--- src/rtl/dmem_port_arbiter_if.sv ---
// Bundle of requester, response and memory-port signals shared by the data-memory arbiter.
// slave is the arbiter's view; master is the requesters/memory view.
interface dmem_port_arbiter_if #(
    parameter int ADDR_WIDTH = 14,
    parameter int DATA_WIDTH = 32
);
    logic                  uart_mode;
    logic                  uart_req;
    logic [ADDR_WIDTH-1:0] uart_addr;
    logic [DATA_WIDTH-1:0] uart_wdata;
    logic                  uart_ack;
    logic                  cpu_req;
    logic                  cpu_we;
    logic [ADDR_WIDTH-1:0] cpu_addr;
    logic [DATA_WIDTH-1:0] cpu_wdata;
    logic [DATA_WIDTH-1:0] cpu_rdata;
    logic                  cpu_rvalid;
    logic                  cpu_stall;
    logic                  vga_req;
    logic [ADDR_WIDTH-1:0] vga_addr;
    logic [DATA_WIDTH-1:0] vga_rdata;
    logic                  vga_valid;
    logic                  mem_en;
    logic                  mem_we;
    logic [ADDR_WIDTH-1:0] mem_addr;
    logic [DATA_WIDTH-1:0] mem_wdata;
    logic [DATA_WIDTH-1:0] mem_rdata;
    logic [1:0]            owner;

    modport slave (
        input  uart_mode, uart_req, uart_addr, uart_wdata,
        input  cpu_req, cpu_we, cpu_addr, cpu_wdata,
        input  vga_req, vga_addr, mem_rdata,
        output uart_ack, cpu_rdata, cpu_rvalid, cpu_stall,
        output vga_rdata, vga_valid,
        output mem_en, mem_we, mem_addr, mem_wdata, owner
    );

    modport master (
        output uart_mode, uart_req, uart_addr, uart_wdata,
        output cpu_req, cpu_we, cpu_addr, cpu_wdata,
        output vga_req, vga_addr, mem_rdata,
        input  uart_ack, cpu_rdata, cpu_rvalid, cpu_stall,
        input  vga_rdata, vga_valid,
        input  mem_en, mem_we, mem_addr, mem_wdata, owner
    );
endinterface

--- src/rtl/dmem_port_arbiter.sv ---
// Single-port data-memory arbiter for UART programmer, CPU MEM stage and VGA reader.
// One access per cycle; read data is steered back by a registered tag; VGA starvation is bounded.
module dmem_port_arbiter #(
    parameter int ADDR_WIDTH   = 14,
    parameter int DATA_WIDTH   = 32,
    parameter int VGA_MAX_WAIT = 4
) (
    input logic                clk,
    input logic                rst_n,
    dmem_port_arbiter_if.slave bus
);
    typedef enum logic [1:0] {
        GNT_NONE = 2'b00,
        GNT_CPU  = 2'b01,
        GNT_VGA  = 2'b10,
        GNT_UART = 2'b11
    } grant_e;

    typedef enum logic [1:0] {
        TAG_NONE = 2'b00,
        TAG_CPU  = 2'b01,
        TAG_VGA  = 2'b10
    } tag_e;

    localparam logic [3:0] MAX_WAIT = 4'(VGA_MAX_WAIT);

    grant_e                winner_s;
    grant_e                owner_r;
    tag_e                  rd_tag_s;
    tag_e                  rd_tag_r;
    logic [3:0]            wait_cnt_s;
    logic [3:0]            wait_cnt_r;
    logic                  cpu_rd_wait_s;
    logic                  cpu_rd_wait_r;
    logic                  cpu_stall_s;
    logic                  mem_en_s;
    logic                  mem_we_s;
    logic [ADDR_WIDTH-1:0] mem_addr_s;
    logic [DATA_WIDTH-1:0] mem_wdata_s;

    // Winner selection; reset forces the port idle immediately.
    always_comb begin
        winner_s = GNT_NONE;
        if (!rst_n) begin
            winner_s = GNT_NONE;
        end else if (bus.uart_mode) begin
            if (bus.uart_req) begin
                winner_s = GNT_UART;
            end else begin
                winner_s = GNT_NONE;
            end
        end else if (bus.vga_req && (wait_cnt_r == MAX_WAIT)) begin
            winner_s = GNT_VGA;
        end else if (bus.cpu_req && !cpu_rd_wait_r) begin
            winner_s = GNT_CPU;
        end else if (bus.vga_req) begin
            winner_s = GNT_VGA;
        end else begin
            winner_s = GNT_NONE;
        end
    end

    // Memory port mux driven from the winner.
    always_comb begin
        mem_en_s    = 1'b0;
        mem_we_s    = 1'b0;
        mem_addr_s  = {ADDR_WIDTH{1'b0}};
        mem_wdata_s = {DATA_WIDTH{1'b0}};
        case (winner_s)
            GNT_CPU: begin
                mem_en_s    = 1'b1;
                mem_we_s    = bus.cpu_we;
                mem_addr_s  = bus.cpu_addr;
                mem_wdata_s = bus.cpu_wdata;
            end
            GNT_VGA: begin
                mem_en_s   = 1'b1;
                mem_addr_s = bus.vga_addr;
            end
            GNT_UART: begin
                mem_en_s    = 1'b1;
                mem_we_s    = 1'b1;
                mem_addr_s  = bus.uart_addr;
                mem_wdata_s = bus.uart_wdata;
            end
            default: begin
                mem_en_s = 1'b0;
            end
        endcase
    end

    // CPU stall, next read tag and VGA wait counter.
    always_comb begin
        cpu_stall_s   = 1'b0;
        rd_tag_s      = TAG_NONE;
        cpu_rd_wait_s = 1'b0;
        wait_cnt_s    = wait_cnt_r;

        // The load-return cycle always releases the CPU, even if UART took over meanwhile.
        if (cpu_rd_wait_r) begin
            cpu_stall_s = 1'b0;
        end else if (winner_s == GNT_CPU) begin
            cpu_stall_s = ~bus.cpu_we;
        end else begin
            cpu_stall_s = bus.cpu_req;
        end

        if ((winner_s == GNT_CPU) && !bus.cpu_we) begin
            rd_tag_s      = TAG_CPU;
            cpu_rd_wait_s = 1'b1;
        end else if (winner_s == GNT_VGA) begin
            rd_tag_s = TAG_VGA;
        end else begin
            rd_tag_s = TAG_NONE;
        end

        if (!bus.vga_req || (winner_s == GNT_VGA)) begin
            wait_cnt_s = 4'd0;
        end else if (bus.uart_mode) begin
            wait_cnt_s = wait_cnt_r;
        end else if (wait_cnt_r >= MAX_WAIT) begin
            wait_cnt_s = MAX_WAIT;
        end else begin
            wait_cnt_s = wait_cnt_r + 4'd1;
        end
    end

    // Arbitration state registers.
    always_ff @(posedge clk or negedge rst_n) begin
        if (!rst_n) begin
            owner_r       <= GNT_NONE;
            rd_tag_r      <= TAG_NONE;
            wait_cnt_r    <= 4'd0;
            cpu_rd_wait_r <= 1'b0;
        end else begin
            owner_r       <= winner_s;
            rd_tag_r      <= rd_tag_s;
            wait_cnt_r    <= wait_cnt_s;
            cpu_rd_wait_r <= cpu_rd_wait_s;
        end
    end

    assign bus.mem_en     = mem_en_s;
    assign bus.mem_we     = mem_we_s;
    assign bus.mem_addr   = mem_addr_s;
    assign bus.mem_wdata  = mem_wdata_s;
    assign bus.uart_ack   = (winner_s == GNT_UART);
    assign bus.cpu_stall  = cpu_stall_s;
    assign bus.cpu_rvalid = cpu_rd_wait_r;
    assign bus.cpu_rdata  = (rd_tag_r == TAG_CPU) ? bus.mem_rdata : {DATA_WIDTH{1'b0}};
    assign bus.vga_valid  = (rd_tag_r == TAG_VGA);
    assign bus.vga_rdata  = (rd_tag_r == TAG_VGA) ? bus.mem_rdata : {DATA_WIDTH{1'b0}};
    assign bus.owner      = owner_r;
endmodule
--- src/flat_wrapper.sv ---
// flat-port wrapper written by rule: the top's interface ports become plain ports
module dmem_port_arbiter_flat 
#(
    parameter int ADDR_WIDTH   = 14,
    parameter int DATA_WIDTH   = 32,
    parameter int VGA_MAX_WAIT = 4
)
  (clk, rst_n, bus_uart_mode, bus_uart_req, bus_uart_addr, bus_uart_wdata, bus_cpu_req, bus_cpu_we, bus_cpu_addr, bus_cpu_wdata, bus_vga_req, bus_vga_addr, bus_mem_rdata, bus_uart_ack, bus_cpu_rdata, bus_cpu_rvalid, bus_cpu_stall, bus_vga_rdata, bus_vga_valid, bus_mem_en, bus_mem_we, bus_mem_addr, bus_mem_wdata, bus_owner);
  dmem_port_arbiter_if #(.ADDR_WIDTH(ADDR_WIDTH), .DATA_WIDTH(DATA_WIDTH)) bus_i ();
  input logic clk;
  input logic rst_n;
  input wire logic [$bits(bus_i.uart_mode)-1:0] bus_uart_mode;
  input wire logic [$bits(bus_i.uart_req)-1:0] bus_uart_req;
  input wire logic [$bits(bus_i.uart_addr)-1:0] bus_uart_addr;
  input wire logic [$bits(bus_i.uart_wdata)-1:0] bus_uart_wdata;
  input wire logic [$bits(bus_i.cpu_req)-1:0] bus_cpu_req;
  input wire logic [$bits(bus_i.cpu_we)-1:0] bus_cpu_we;
  input wire logic [$bits(bus_i.cpu_addr)-1:0] bus_cpu_addr;
  input wire logic [$bits(bus_i.cpu_wdata)-1:0] bus_cpu_wdata;
  input wire logic [$bits(bus_i.vga_req)-1:0] bus_vga_req;
  input wire logic [$bits(bus_i.vga_addr)-1:0] bus_vga_addr;
  input wire logic [$bits(bus_i.mem_rdata)-1:0] bus_mem_rdata;
  output wire logic [$bits(bus_i.uart_ack)-1:0] bus_uart_ack;
  output wire logic [$bits(bus_i.cpu_rdata)-1:0] bus_cpu_rdata;
  output wire logic [$bits(bus_i.cpu_rvalid)-1:0] bus_cpu_rvalid;
  output wire logic [$bits(bus_i.cpu_stall)-1:0] bus_cpu_stall;
  output wire logic [$bits(bus_i.vga_rdata)-1:0] bus_vga_rdata;
  output wire logic [$bits(bus_i.vga_valid)-1:0] bus_vga_valid;
  output wire logic [$bits(bus_i.mem_en)-1:0] bus_mem_en;
  output wire logic [$bits(bus_i.mem_we)-1:0] bus_mem_we;
  output wire logic [$bits(bus_i.mem_addr)-1:0] bus_mem_addr;
  output wire logic [$bits(bus_i.mem_wdata)-1:0] bus_mem_wdata;
  output wire logic [$bits(bus_i.owner)-1:0] bus_owner;
  assign bus_i.uart_mode = bus_uart_mode;
  assign bus_i.uart_req = bus_uart_req;
  assign bus_i.uart_addr = bus_uart_addr;
  assign bus_i.uart_wdata = bus_uart_wdata;
  assign bus_i.cpu_req = bus_cpu_req;
  assign bus_i.cpu_we = bus_cpu_we;
  assign bus_i.cpu_addr = bus_cpu_addr;
  assign bus_i.cpu_wdata = bus_cpu_wdata;
  assign bus_i.vga_req = bus_vga_req;
  assign bus_i.vga_addr = bus_vga_addr;
  assign bus_i.mem_rdata = bus_mem_rdata;
  assign bus_uart_ack = bus_i.uart_ack;
  assign bus_cpu_rdata = bus_i.cpu_rdata;
  assign bus_cpu_rvalid = bus_i.cpu_rvalid;
  assign bus_cpu_stall = bus_i.cpu_stall;
  assign bus_vga_rdata = bus_i.vga_rdata;
  assign bus_vga_valid = bus_i.vga_valid;
  assign bus_mem_en = bus_i.mem_en;
  assign bus_mem_we = bus_i.mem_we;
  assign bus_mem_addr = bus_i.mem_addr;
  assign bus_mem_wdata = bus_i.mem_wdata;
  assign bus_owner = bus_i.owner;
  dmem_port_arbiter #(.ADDR_WIDTH(ADDR_WIDTH), .DATA_WIDTH(DATA_WIDTH), .VGA_MAX_WAIT(VGA_MAX_WAIT)) u_core (.clk(clk), .rst_n(rst_n), .bus(bus_i));
endmodule
--- config.mk ---
export PLATFORM = sky130hd
export DESIGN_NAME = dmem_port_arbiter_flat
export DESIGN_NICKNAME = d
export VERILOG_FILES = /design/src/rtl/dmem_port_arbiter_if.sv /design/src/rtl/dmem_port_arbiter.sv /design/src/flat_wrapper.sv
export SDC_FILE = /design/constraint.sdc
export NUM_CORES = 1
export LEC_CHECK = 0
export BUFFER_PORTS_ARGS = -buffer_cell sky130_fd_sc_hd__buf_2
export CAP_MARGIN = 20
export CELL_PAD_IN_SITES_DETAIL_PLACEMENT = 0
export CELL_PAD_IN_SITES_GLOBAL_PLACEMENT = 1
export CORE_MARGIN = 4
export CORE_UTILIZATION = 18
export CTS_BUF_LIST = sky130_fd_sc_hd__clkbuf_8
export CTS_CLUSTER_SIZE = 25
export DETAILED_ROUTE_END_ITERATION = 8
export GPL_TIMING_DRIVEN = 0
export PLACE_DENSITY = 0.95
export SLEW_MARGIN = 40
export SYNTH_ARGS = -nofsm -noshare
export SYNTH_HDL_FRONTEND = slang
export SYNTH_SLANG_ARGS = --single-unit
--- constraint.sdc ---
create_clock -name clk -period 3.2 [get_ports clk]
set_clock_uncertainty 0.2 [all_clocks]
set_input_delay 0.64 -clock clk [delete_from_list [all_inputs] [get_ports clk]]
set_output_delay 0.64 -clock clk [all_outputs]
set_load 0.005 [all_outputs]
# --- Word-level counts from Yosys, hierarchy flattened ---
# Cells that the tools add are included.
op_classes:
  n_addsub: 1
  multipliers: 0
  div_mod_pow: 0
  n_lt_le_gt_ge: 1
  n_eq_ne: 7
  shift: 0
  mux: 20
  bitwise: 1
  reduce_logical: 8
ops:
  columns: ["op", "n"]
  rows:
  - ["2-to-1 mux 32 bit", 2]
  - ["one-hot mux 32 bit (2 select lines)", 1]
  - ["one-hot mux 14 bit (3 select lines)", 1]
  - ["2-to-1 mux 2 bit", 8]
  - ["2-to-1 mux 4 bit", 3]
  - ["== test 2 bit, second input constant", 3]
  - ["adder 4 x 1 -> 4 bit, second input constant", 1]
  - ["== test 2 x 1 -> 1 bit, second input constant", 2]
  - ["== test 4 x 3 -> 1 bit, second input constant", 1]
  - [">= comparator 4 x 3 -> 1 bit, second input constant", 1]
  - ["2-to-1 mux 1 bit", 4]
  - ["logical AND 1 bit", 3]
  - ["logical NOT 1 bit", 3]
  - ["OR reduction 3 bit", 1]
  - ["!= test 2 x 1 -> 1 bit, second input constant", 1]
  - ["one-hot mux 1 bit (2 select lines)", 1]
  - ["logical OR 1 bit", 1]
  - ["NOT 1 bit", 1]
word_totals:
  ff_bits: 9
  latchBits: 0
  ramBits: 0
  mem_bits_ro: 0
  input_bits: 145
  word_cells: 42
  n_memories: 0

# --- Longest topological paths before layout ---
depth:
  ltp_word: 9
  depth_mapped: 7

# --- Worst setup path after synthesis ---
# No wires, ideal clock.
synth_path:
  path_kind: "input port to output port"
  from: "input bus_vga_req"
  to: "output bus_mem_wdata[0]"
  arrival_time_ps: 1656
  required_ps: 2360
  slack_ps: 704
  stages: 6
  n_path_buf: 3
  cell_sequence: "buf_6 > and4b_1 > buf_6 > nor3_4 > buf_6 > a22o_1"
synth_between:
  elab_chain_len: 7
  word_cells_on_any_way: 9
  classes_between: "eq/ne: 2; mux: 6; reduce/logical: 1"
synth_rtl:
  columns: ["element", "line_no", "source"]
  rows:
  - ["start, declared", "flat_wrapper.sv:20", "input wire logic [$bits(bus_i.vga_req)-1:0] bus_vga_req;"]
  - ["2-to-1 mux 2 bit", "dmem_port_arbiter.sv:56", "end else if (bus.vga_req) begin"]
  - ["2-to-1 mux 2 bit", "dmem_port_arbiter.sv:54", "end else if (bus.cpu_req && !cpu_rd_wait_r) begin"]
  - ["2-to-1 mux 2 bit *", "dmem_port_arbiter.sv:52", "end else if (bus.vga_req && (wait_cnt_r == MAX_WAIT)) begin"]
  - ["2-to-1 mux 2 bit *", "dmem_port_arbiter.sv:46", "end else if (bus.uart_mode) begin"]
  - ["2-to-1 mux 2 bit *", "dmem_port_arbiter.sv:44", "if (!rst_n) begin"]
  - ["== test 2 bit / == test 2 x 1 -> 1 bit (equally long branches)", "dmem_port_arbiter.sv:69", "case (winner_s)"]
  - ["one-hot mux 32 bit (2 select lines) *", "dmem_port_arbiter.sv:69", null]
  - ["end, declared", "flat_wrapper.sv:32", "output wire logic [$bits(bus_i.mem_wdata)-1:0] bus_mem_wdata;"]
# Every way passes the cells marked *; elsewhere a longest branch is shown, timed or not.

# --- Worst setup path in the final report ---
layout_path:
  from: "input rst_n"
  to: "output bus_mem_addr[10]"
layout_between:
  elab_chain_len: 3
  word_cells_on_any_way: 5
  classes_between: "eq/ne: 3; mux: 2"
layout_rtl:
  columns: ["element", "line_no", "source"]
  rows:
  - ["start, declared", "flat_wrapper.sv:11", "input logic rst_n;"]
  - ["2-to-1 mux 2 bit *", "dmem_port_arbiter.sv:44", null]
  - ["== test 2 bit / == test 2 x 1 -> 1 bit (equally long branches)", "dmem_port_arbiter.sv:69", null]
  - ["one-hot mux 14 bit (3 select lines) *", "dmem_port_arbiter.sv:69", null]
  - ["end, declared", "flat_wrapper.sv:31", "output wire logic [$bits(bus_i.mem_addr)-1:0] bus_mem_addr;"]
# Marks and branches as above.

==> metrics.cfg <==
[outcome]
status = finished clean

[detailed_routing]
drt_wl_total_mm = 8.78
via_per_inst = 4.52
routedWlPerCell_um = 14.7
drtAntennaViolNets = 0
dr.first_iter.drc_count = 55
drtPass1Iterations = 4
num_vias = 2697
drcViolationCount = 0

[setup_path]
crit_start = rst_n
cp-start-kind = primary input
cp_slowest_stage_delay_ns = 0.41
cp_data_required_time_ns = 2.36
crit_top_cell = buf_2
critical-path-top-delay-family = buffers and inverters
r2r-start = u_core.wait_cnt_r[0]
cp_max_fo = 13
path_cells = buf_2 > nor2b_1 > buf_2 > buf_1 > nand2_1 > o211ai_1 > buf_2
arrival_ns = 2.17
crit_type = in -> out
crit_buf_inv = 4
cp_slowest_cell = buf_1
cp-end-kind = output pin

[timing]
slew_headroom_pct = 68.0
holdWs_ns = 0.0836
fmax_mhz = 332
drv_slew = 0
tightest_slew_ns = 0.480
final_hold_viol_count = 0
final.setup.tns_ns = 0
fin_crit_ns = 3.01
setup_viol = 0
fin_crit_sh_pct = 94.0
rsz0062_at_grt = no

[clock_tree]
cts_tree = done
cts-htree-levels = 1
post_cts_buffers = 0
clkLatencyLatePin_ns = 0.23
cts_buffers = 3
clock_sinks = 8
clk_pin_slew_ns = 0.04
root_buffer = clkbuf_8
clk_path_buf_depth = 2

[cells_and_area]
finalCoreUtilization_pct = 35.5
fin_nets = 636
nFillCells = 958
drive_above_1_share_pct = 56.9
synthToLayoutAreaGrowth_pct = 91.9
final_cell_count_no_fill = 597

[global_routing]
grt_use_total_pct = 14.6
grt_pass1_wl_mm = 12.2
grt_max_degree = 14
gr-total-overflow = 0
grt_use_met3_pct = 2.17
antenna_found_initial = 2
grt.busiest_layer = met2
grt_pass1_vias = 2476
gr-usage-met2_pct = 29.0
grt_use_met1_pct = 15.7

[die]
die_area_um2 = 10500
initial_utilization_pct = 18.5
die_x_um = 103
ios = 263
coreArea_um2 = 8720
fp.dieH_um = 103
rows = 34

[pwr]
clockPowerShare_pct = 25.1
combPwrFrac_pct = 52.9
p_per_area_nw_per_um2 = 158
leakage_nw = 1.89
p_int_uw = 328
p_sw_share_pct = 33.2
seq_power_share_pct = 22.0
peakVddDrop_mv = 0.0960
net-switching-power_uw = 163

[logic_synthesis]
avgSynthCellArea_um2 = 7.21
synth-seq-area-share_pct = 12.4
synth-main-ff-cell = dfrtp_1
syn_inst = 224
yosys.cell_count.top_type = and2_1
synth_top_area_share_pct = 24.8
yosysTopAreaCell = and2_1
yosysWarnings = 0
synth_fp_nets = 371
yosys-top-cells-area = and2_1 25%, a22o_1 17%, dfrtp_1 12%
synthArstFlopShare_pct = 100
synth_edf_count = 0
synth.distinct_cells = 29
synth_area_um2 = 1610
ys_ff_latch = 8
synth_common_cells = 64 x and2_1, 32 x a22o_1, 32 x nand2_1, 15 x o211ai_1, 14 x nand4b_1

[place]
post-place-cells = 592
place.gp.congestion = 0.826
detailed_place_hpwl_mm = 7.82
port_buffers = 260

[run]
cap_viol_max_count = 0

[min_path]
hp-class = in -> async

==> final cells by class <==
class	instances	area (µm²)	area share, %
Antenna cell	2	5.00	0.162
Buffer	24	136	4.40
Clock buffer	3	41.3	1.33
Inverter	4	15.0	0.485
Multi-Input combinational cell	188	1260	40.8
Sequential cell	8	200	6.46
Tap cell	108	135	4.36
Timing Repair Buffer	260	1300	42.0
==> metal layers <==
layer,vias to the layer above,wire (µm)
met2,144,4780
met5,-,0
met4,0,210
met1,1212,2980
met3,12,802
li1,1329,-
==> layout by cell type (no fill, tap or decap), drive strengths merged, types with 3 or more instances in the layout <==
cell type | synthesis | routed
a22o | 32 | 32
buf | 13 | 272
dfrtp | 8 | 8
inv | 4 | 4
o211ai | 15 | 15
and2 | 64 | 64
nand2 | 32 | 32
nand4b | 14 | 14
nor2 | 3 | 3
clkbuf | 11 | 15
a21oi | 4 | 4
nor2b | 4 | 4
==> flip-flops by register name (all words and copies together), names as in the netlist <==
name and flops:
u_core.bus.owner 2, u_core.rd_tag_r 2, u_core.wait_cnt_r 4
==> power groups by stage <==
| stage | clock [mW] | combinational (mW) | sequential, mW |
|---|---|---|---|
| floorplan | 0 | 0.101 | 0.109 |
| global placement | 0 | 0.257 | 0.109 |
| detailed placement | 0 | 0.262 | 0.109 |
| CTS | 0.125 | 0.263 | 0.108 |
| global route | 0.129 | 0.289 | 0.108 |
| finish | 0.123 | 0.260 | 0.108 |
==> per-stage QoR <==
stage	power (mW)	area, µm²	setup WS, ns
3_5_place_dp	0.371	3050	0.134
2_1_floorplan	0.210	1610	0.704
5_1_grt	0.526	3100	0.00716
3_3_place_gp	0.366	3050	0.165
4_1_cts	0.495	3090	0.132
6_report	0.491	3100	0.191
==> timing repair <==
action,in CTS,in global routing
hold buffers,0,0
endpoints found under the setup margin,0,1
gates resized for setup,0,1
==> final timing paths <==
kind / slack [ns] / end / depth (start not counted)
max: 0.19 / bus_mem_addr[10] / 7
min: 0.08 / u_core.bus.owner[0] / 1
max reg2reg: 1.18 / u_core.rd_tag_r[1] / 7
min reg2reg: 0.36 / u_core.wait_cnt_r[0] / 2
max in group asynchronous: 2.49 / u_core.wait_cnt_r[2] / 1
min in group clk: 0.36 / u_core.wait_cnt_r[0] / 2
==> cell families (layout without fill, tap and decap cells) <==
logic type                 count (synthesis)  after routing  synth area share (%)
and+or+nand+nor                          126            126                  46.6
AOI/OAI and AO/OA                         60             60                  30.2
adders and majority gates                  2              2                  1.55
buffers and inverters                     28            291                  9.30
DFF                                        8              8                  12.4
other                                      0              2                     0
(Power assumes the default switching activity.)
